$ cat src/rtl/uart_pkg.sv
// uart_pkg
// Shared definitions for the parameterised UART transmitter:
//   - uart_state_e : transmitter FSM states
//   - PAR_*        : parity-mode selector values for the PARITY parameter
//   - parity_bit() : parity bit for a data word under a given parity mode
package uart_pkg;

    typedef enum logic [2:0] {
        S_IDLE   = 3'd0,
        S_START  = 3'd1,
        S_DATA   = 3'd2,
        S_PARITY = 3'd3,
        S_STOP   = 3'd4
    } uart_state_e;

    localparam int PAR_NONE = 0;
    localparam int PAR_ODD  = 1;
    localparam int PAR_EVEN = 2;

    // Caller zero-extends the word, so unused upper bits never disturb the XOR.
    function automatic logic parity_bit(input logic [8:0] data, input int mode);
        logic p;
        case (mode)
            PAR_NONE: p = 1'b0;
            PAR_ODD:  p = ~^data;   // total ones (data + parity) odd
            PAR_EVEN: p = ^data;    // total ones (data + parity) even
            default:  p = 1'b0;
        endcase
        return p;
    endfunction

endpackage

$ cat src/rtl/uart_baud_gen.sv
// uart_baud_gen
// Bit-time counter for the UART transmitter. Counts CLKS_PER_BIT cycles per
// serial bit and pulses bit_tick_o on the last cycle of each bit; the counter
// reloads to zero on that same edge, so consecutive bits abut exactly.
// Ports:
//   clk_i      - clock, rising edge
//   rst_i      - asynchronous active-high reset
//   start_i    - hold the counter at zero (asserted while the line is idle so
//                the first bit of a frame starts from a clean count)
//   bit_tick_o - high during the final cycle of the current bit
module uart_baud_gen #(
    parameter int CLKS_PER_BIT = 16
) (
    input  logic clk_i,
    input  logic rst_i,
    input  logic start_i,
    output logic bit_tick_o
);

    localparam int CW = $clog2(CLKS_PER_BIT);
    localparam logic [CW-1:0] LAST = CW'(CLKS_PER_BIT - 1);

    logic [CW-1:0] cnt_q;
    logic [CW-1:0] cnt_d;

    assign bit_tick_o = (cnt_q == LAST);

    always_comb begin
        cnt_d = cnt_q + CW'(1);
        if (start_i || bit_tick_o) begin
            cnt_d = '0;
        end
    end

    always_ff @(posedge clk_i or posedge rst_i) begin
        if (rst_i) begin
            cnt_q <= '0;
        end else begin
            cnt_q <= cnt_d;
        end
    end

endmodule

$ cat src/rtl/uart_tx_param.sv
// uart_tx_param
// Parameterised UART transmitter with a one-entry holding register in front
// of the shift register, allowing back-to-back frames with no idle gap.
// Frame: start(0), DATA_BITS data LSB first, optional parity, STOP_BITS stop(1).
// Ports:
//   tx_clk   - clock, rising edge
//   reset    - asynchronous active-high reset; aborts any frame in flight
//   tx_valid - tx_data holds a word to send
//   tx_data  - payload word
//   tx_ready - holding register empty (registered, independent of tx_valid)
//   tx_done  - one-cycle pulse in the cycle after the last stop-bit cycle
//   tx_busy  - high whenever a frame bit is on the line
//   tx       - serial line, idles high
module uart_tx_param
    import uart_pkg::*;
#(
    parameter int DATA_BITS    = 8,
    parameter int CLKS_PER_BIT = 16,
    parameter int PARITY       = 0,
    parameter int STOP_BITS    = 1
) (
    input  logic                 tx_clk,
    input  logic                 reset,
    input  logic                 tx_valid,
    input  logic [DATA_BITS-1:0] tx_data,
    output logic                 tx_ready,
    output logic                 tx_done,
    output logic                 tx_busy,
    output logic                 tx
);

    uart_state_e          state_q, state_d;
    logic                 hold_full_q, hold_full_d;
    logic [DATA_BITS-1:0] hold_data_q, hold_data_d;
    logic [DATA_BITS-1:0] shift_q, shift_d;
    logic                 parity_q, parity_d;
    logic [3:0]           bit_cnt_q, bit_cnt_d;
    logic                 done_q;

    logic bit_tick;
    logic accept;
    logic last_data;
    logic last_stop;
    logic frame_end;
    logic load;

    uart_baud_gen #(
        .CLKS_PER_BIT(CLKS_PER_BIT)
    ) u_baud (
        .clk_i      (tx_clk),
        .rst_i      (reset),
        .start_i    (state_q == S_IDLE),
        .bit_tick_o (bit_tick)
    );

    assign accept    = tx_valid && !hold_full_q;
    assign last_data = (bit_cnt_q == 4'(DATA_BITS - 1));
    assign last_stop = (bit_cnt_q == 4'(STOP_BITS - 1));
    assign frame_end = (state_q == S_STOP) && bit_tick && last_stop;
    // Transfer holding -> shift whenever the FSM is about to enter START.
    assign load      = hold_full_q && ((state_q == S_IDLE) || frame_end);

    assign tx_ready  = !hold_full_q;
    assign tx_done   = done_q;

    // ---------------- FSM: state register ----------------
    always_ff @(posedge tx_clk or posedge reset) begin
        if (reset) begin
            state_q <= S_IDLE;
        end else begin
            state_q <= state_d;
        end
    end

    // ---------------- FSM: next-state logic ----------------
    always_comb begin
        state_d = state_q;
        case (state_q)
            S_IDLE: begin
                if (hold_full_q) state_d = S_START;
            end
            S_START: begin
                if (bit_tick) state_d = S_DATA;
            end
            S_DATA: begin
                if (bit_tick && last_data) begin
                    state_d = (PARITY != PAR_NONE) ? S_PARITY : S_STOP;
                end
            end
            S_PARITY: begin
                if (bit_tick) state_d = S_STOP;
            end
            S_STOP: begin
                if (frame_end) state_d = hold_full_q ? S_START : S_IDLE;
            end
            default: state_d = S_IDLE;
        endcase
    end

    // ---------------- FSM: outputs ----------------
    always_comb begin
        tx      = 1'b1;
        tx_busy = (state_q != S_IDLE);
        case (state_q)
            S_START:  tx = 1'b0;
            S_DATA:   tx = shift_q[0];
            S_PARITY: tx = parity_q;
            default:  tx = 1'b1;
        endcase
    end

    // ---------------- Datapath next-state ----------------
    always_comb begin
        hold_full_d = hold_full_q;
        hold_data_d = hold_data_q;
        shift_d     = shift_q;
        parity_d    = parity_q;
        bit_cnt_d   = bit_cnt_q;

        if (load) begin
            hold_full_d = 1'b0;
            shift_d     = hold_data_q;
            parity_d    = parity_bit(9'(hold_data_q), PARITY);
        end
        // Accept after load so a same-cycle accept leaves the new word held.
        if (accept) begin
            hold_full_d = 1'b1;
            hold_data_d = tx_data;
        end

        if (bit_tick) begin
            case (state_q)
                S_DATA: begin
                    shift_d   = shift_q >> 1;
                    bit_cnt_d = last_data ? 4'd0 : bit_cnt_q + 4'd1;
                end
                S_STOP: begin
                    bit_cnt_d = last_stop ? 4'd0 : bit_cnt_q + 4'd1;
                end
                default: bit_cnt_d = 4'd0;
            endcase
        end
    end

    // ---------------- Datapath registers ----------------
    always_ff @(posedge tx_clk or posedge reset) begin
        if (reset) begin
            hold_full_q <= 1'b0;
            hold_data_q <= '0;
            shift_q     <= '0;
            parity_q    <= 1'b0;
            bit_cnt_q   <= 4'd0;
            done_q      <= 1'b0;
        end else begin
            hold_full_q <= hold_full_d;
            hold_data_q <= hold_data_d;
            shift_q     <= shift_d;
            parity_q    <= parity_d;
            bit_cnt_q   <= bit_cnt_d;
            done_q      <= frame_end;
        end
    end

endmodule

$ cat config.mk
export PLATFORM = sky130hd
export DESIGN_NAME = uart_tx_param
export DESIGN_NICKNAME = d
export VERILOG_FILES = /design/src/rtl/uart_pkg.sv /design/src/rtl/uart_baud_gen.sv /design/src/rtl/uart_tx_param.sv
export SDC_FILE = /design/constraint.sdc
export NUM_CORES = 1
export LEC_CHECK = 0
export CAP_MARGIN = 15
export CORE_MARGIN = 8
export CORE_UTILIZATION = 30
export DETAILED_ROUTE_END_ITERATION = 10
export HOLD_SLACK_MARGIN = 0.12
export PLACE_DENSITY = 0.44
export SKIP_LAST_GASP = 1
export SLEW_MARGIN = 20
export SYNTH_ARGS = -nofsm -noshare
export SYNTH_HDL_FRONTEND = slang
export SYNTH_HIERARCHICAL = 1
export SYNTH_SLANG_ARGS = --single-unit
$ cat constraint.sdc
create_clock -name tx_clk -period 5.4 [get_ports tx_clk]
set_clock_uncertainty 0.05 [all_clocks]
set_input_delay 1.62 -clock tx_clk [delete_from_list [all_inputs] [get_ports tx_clk]]
set_output_delay 1.62 -clock tx_clk [all_outputs]
set_load 0.005 [all_outputs]
# Yosys cells after proc, flatten, opt, wreduce, memory -nomap -nowiden
# Index checks and enable logic that the tools add are counted.
[word_totals] register_bits=29 out_inout_bits=4 word_cells=51
[op_classes] muxes=17 add_sub_neg=2 n_reduce_logical=14 eq_ne=11
[op_table] operator="$mux 8" n=3
[op_table] operator="$mux 3" n=5
[op_table] operator="$pmux 3 s5" n=1
[op_table] operator="$mux 4" n=3
[op_table] operator="$ne 2x2->1 const B" n=5
[op_table] operator="$add 4x1->4 const B" n=2
[op_table] operator="$pmux 4 s2" n=1
[op_table] operator="$eq 3x2->1 const B" n=2
[op_table] operator="$logic_and 1x1->1" n=5
[op_table] operator="$reduce_and 5->1" n=1
[op_table] operator="$eq 4x3->1 const B" n=1
[op_table] operator="$eq 4x4->1 const B" n=1
[op_table] operator="$logic_not 4->1" n=1
[op_table] operator="$eq 3x1->1 const B" n=1
[op_table] operator="$eq 3x3->1 const B" n=1
[op_table] operator="$logic_not 3->1" n=1
[op_table] operator="$mux 1" n=3
[op_table] operator="$reduce_bool 3->1" n=1
[op_table] operator="$logic_or 1x1->1" n=2
[op_table] operator="$pmux 1 s2" n=1
[op_table] operator="$reduce_bool 2->1" n=1
[op_table] operator="$reduce_or 2->1" n=1
[op_table] operator="$logic_not 1->1" n=1

# Depth between registers and ports, before layout
[depth] word_depth=8 ltp_mapped=7

# By module
# Netlist, hierarchy kept.
[by_module_without_submodules] module="uart_tx_param" seq_area_each_um2=625.6 area_each_um2=1214.9 cells_per_inst=112 instances=1
[by_module_without_submodules] module="uart_baud_gen" seq_area_each_um2=100.1 area_each_um2=175.2 cells_per_inst=14 instances=1

# Least setup slack after synthesis
# No wires, ideal clock.
[synth_timing] path_type="reg-to-output" from="register state_q[2]" to="output tx_busy" slack_ps=2831 arrival_ps=899 required_ps=3730 path_stages_with_launch=4 cell_sequence="dfrtp_1 buf_2 nor3_1 inv_1"
[synth_via] elab_chain_len=1
[synth_rtl] item="start, declared" line="uart_tx_param.sv:32" text="uart_state_e state_q, state_d;"
[synth_rtl] item="start signal, assigned" line="uart_tx_param.sv:71" text="state_q <= state_d;"
[synth_rtl] item="$reduce_bool 3->1" line="uart_tx_param.sv:103" text="tx_busy = (state_q != S_IDLE);"
[synth_rtl] item="end, declared" line="uart_tx_param.sv:28" text="output logic tx_busy,"
# Every way passes these cells.

# Worst setup path after layout
[layout_timing] from="register state_q[0]" to="output tx_busy"
# Same word-level chain as after synthesis.

==> flow_metrics.tcl <==
set metrics [dict create \
    cts_tree "done" \
    start_kind "register" \
    clock_tree.root_cell "clkbuf_8" \
    syn_nets 140 \
    post_cts_resized 0 \
    fmax_ghz 0.291 \
    synth-edff-count 0 \
    fin_crit_sh_pct 63.6 \
    multi_input_area_um2 591 \
    whs_ns 0.463 \
    cp_data_arrival_time_ns 1.76 \
    syn_avg_cell_area_um2 11.0 \
    diodes 0 \
    final-hold-violation-count 0 \
    cp_data_required_time_ns 3.73 \
    hp-class "reg -> reg" \
    grt_pass1_wl_um 4640 \
    setup_viol 0 \
    async_reset_ff_share_pct 100 \
    drtAntennaViolNets 0 \
    detail_route.wl_per_cell_um 13.9 \
    grt_max_degree 26 \
    slew_violations 0 \
    port_buffers 14 \
    synth_top_cell_by_area "dfrtp_1" \
    ff_latch_area_um2 726 \
    routed_wl_um 2720 \
    antenna_found_initial 0 \
    fillers 432 \
    path_max_fanout 8 \
    drtIter0Drc 43 \
    insertion_delay_ns 0.28 \
    synthTopCellsByArea "dfrtp_1, mux2i_1, mux2_2" \
    ctsHoldBuffers 0 \
    path_class "reg -> out" \
    dieArea_mm2 0.00707 \
    htree_levels 2 \
    synth_ff_type "dfrtp_1" \
    rsz0062_at_grt "no" \
    syn_area_mm2 0.00139 \
    power.density_mw_per_mm2 458 \
    cts.sinks 29 \
    slew_headroom_pct 38.6 \
    ir_worst_vdd_mv 0.170 \
    dr_total_vias 960 \
    cap_violations 0 \
    core_area_mm2 0.00441 \
    worst_setup_path_end_kind "output pin" \
    tightestPinTransition_ns 0.915 \
    synth_common_cells "dfrtp_1, nor2_1, inv_1, a21oi_1, mux2i_1" \
    grt_usage_pct 8.30 \
    synth-seq-area-share_pct 52.2 \
    post_cts_buffers 0 \
    synth_most_common_cell "dfrtp_1" \
    syn-instance-count 126 \
    drtPass1Iterations 4 \
    die_x_um 84.1 \
    period_needed_ns 3.43 \
    yosys_warnings 6 \
    hpwlAfterDp_um 2010 \
    drc_errors 0 \
    ys_types 36 \
    gp_congestion 0.776 \
    cts.clk_slew.worst_paths_ns 0.06 \
    synth-seq-cells 29 \
    initial_core_util_pct 31.5 \
    drive_gt1_share_pct 14.0 \
    yosys.area.top_type_share_pct 52.2 \
    viasPerCell 4.92 \
    die_y_um 84.1 \
    first_global_vias 974 \
    rows 24 \
    status "completed" \
    syn_to_final_growth_pct 18.9 \
    ctsLongestPathBuffers 2 \
    leakage_nw 0.699 \
    grt_overflow_total 0 \
    io_pins 15 \
    final.setup.tns_ns 0 \
    cts_inserted_buffers 5 \
    nNetsFinal 156 \
]
## worst max-delay path: stages (launching register included)
cell and delay, ns:
dfrtp_1 0.47, nor3_1 0.49, inv_1 0.07, clkdlybuf4s50_1 0.45
## metrics by stage
| stage | util, % | area (µm²) | cells | worst slack [ns] | total power (W) |
|---|---|---|---|---|---|
| finish | 37.4 | 1650 | 195 | 1.97 | 0.000758 |
| global route | 37.4 | 1650 | 195 | 1.83 | 0.000815 |
| CTS | 37.4 | 1650 | 195 | 1.94 | 0.000769 |
| detailed placement | 35.5 | 1570 | 187 | 2.09 | 0.000593 |
| global placement | 35.5 | 1570 | 187 | 2.21 | 0.000584 |
| floorplan | - | 1390 | 126 | 2.83 | 0.000528 |
## metal layers
layer | GRT usage (%) | share of wire, % | vias up
met5 | 0 | 0 | -
met4 | 4.71 | 1.8 | 0
met3 | 2.54 | 4.2 | 5
met2 | 12.7 | 50 | 20
met1 | 10.0 | 44 | 466
li1 | - | - | 469
## power breakdown
group	switching (W)	total (W)	internal (W)	leakage [nW]
Sequential	0.0000638	0.000369	0.000305	0.355
Clock	0.0000835	0.000172	0.0000887	0.0439
Combinational	0.0000927	0.000217	0.000124	0.300
## cell type report
cell class | instances | share of cell area (%)
Timing Repair Buffer | 14 | 8.48
Clock inverter | 3 | 1.06
Sequential cell | 29 | 43.9
Tap cell | 52 | 3.94
Multi-Input combinational cell | 80 | 35.7
Inverter | 12 | 2.73
Clock buffer | 5 | 4.16
## path summary, 6_finish.rpt
check,start,endpoint,slack (ns),cells past startpoint
max,state_q[0],tx_busy,1.97,3
min,u_baud/cnt_q[0],u_baud/cnt_q[0],0.46,1
max reg2reg,u_baud/cnt_q[0],shift_q[6],3.23,6
min reg2reg,u_baud/cnt_q[0],u_baud/cnt_q[0],0.46,1
max in group asynchronous,reset,hold_data_q[7],3.15,2
min in group asynchronous,reset,u_baud/cnt_q[1],1.52,2
## flip-flops by register name, summed over array words and instances (netlist names)
name,flops
u_baud/cnt_q,4
bit_cnt_q,4
state_q,3
hold_data_q,8
shift_q,8
tx_done,1
hold_full_q,1
## kinds of logic (layout without fill, tap and decap cells)
| logic type | after synthesis | in the layout | synth area share [%] |
|---|---|---|---|
| simple gates | 32 | 32 | 13.5 |
| flops | 29 | 29 | 52.2 |
| compound gates | 27 | 27 | 12.7 |
| mux | 17 | 17 | 13.0 |
| buf+inv | 17 | 34 | 5.31 |
| fa+ha+maj | 3 | 3 | 2.70 |
| xor+xnor | 1 | 1 | 0.630 |
## cells in the final DEF, fill, tap and decap left out, types with 3 or more instances in the layout
master,netlist,final
a21oi_1,10,10
clkbuf_8,0,5
clkdlybuf4s50_1,0,14
dfrtp_1,29,29
ha_1,3,3
inv_1,12,11
mux2_2,8,8
mux2i_1,9,9
nor2_1,15,15
nor2b_1,4,4
nor3_1,3,3
No activity file was read; power rests on OpenSTA's default activity.
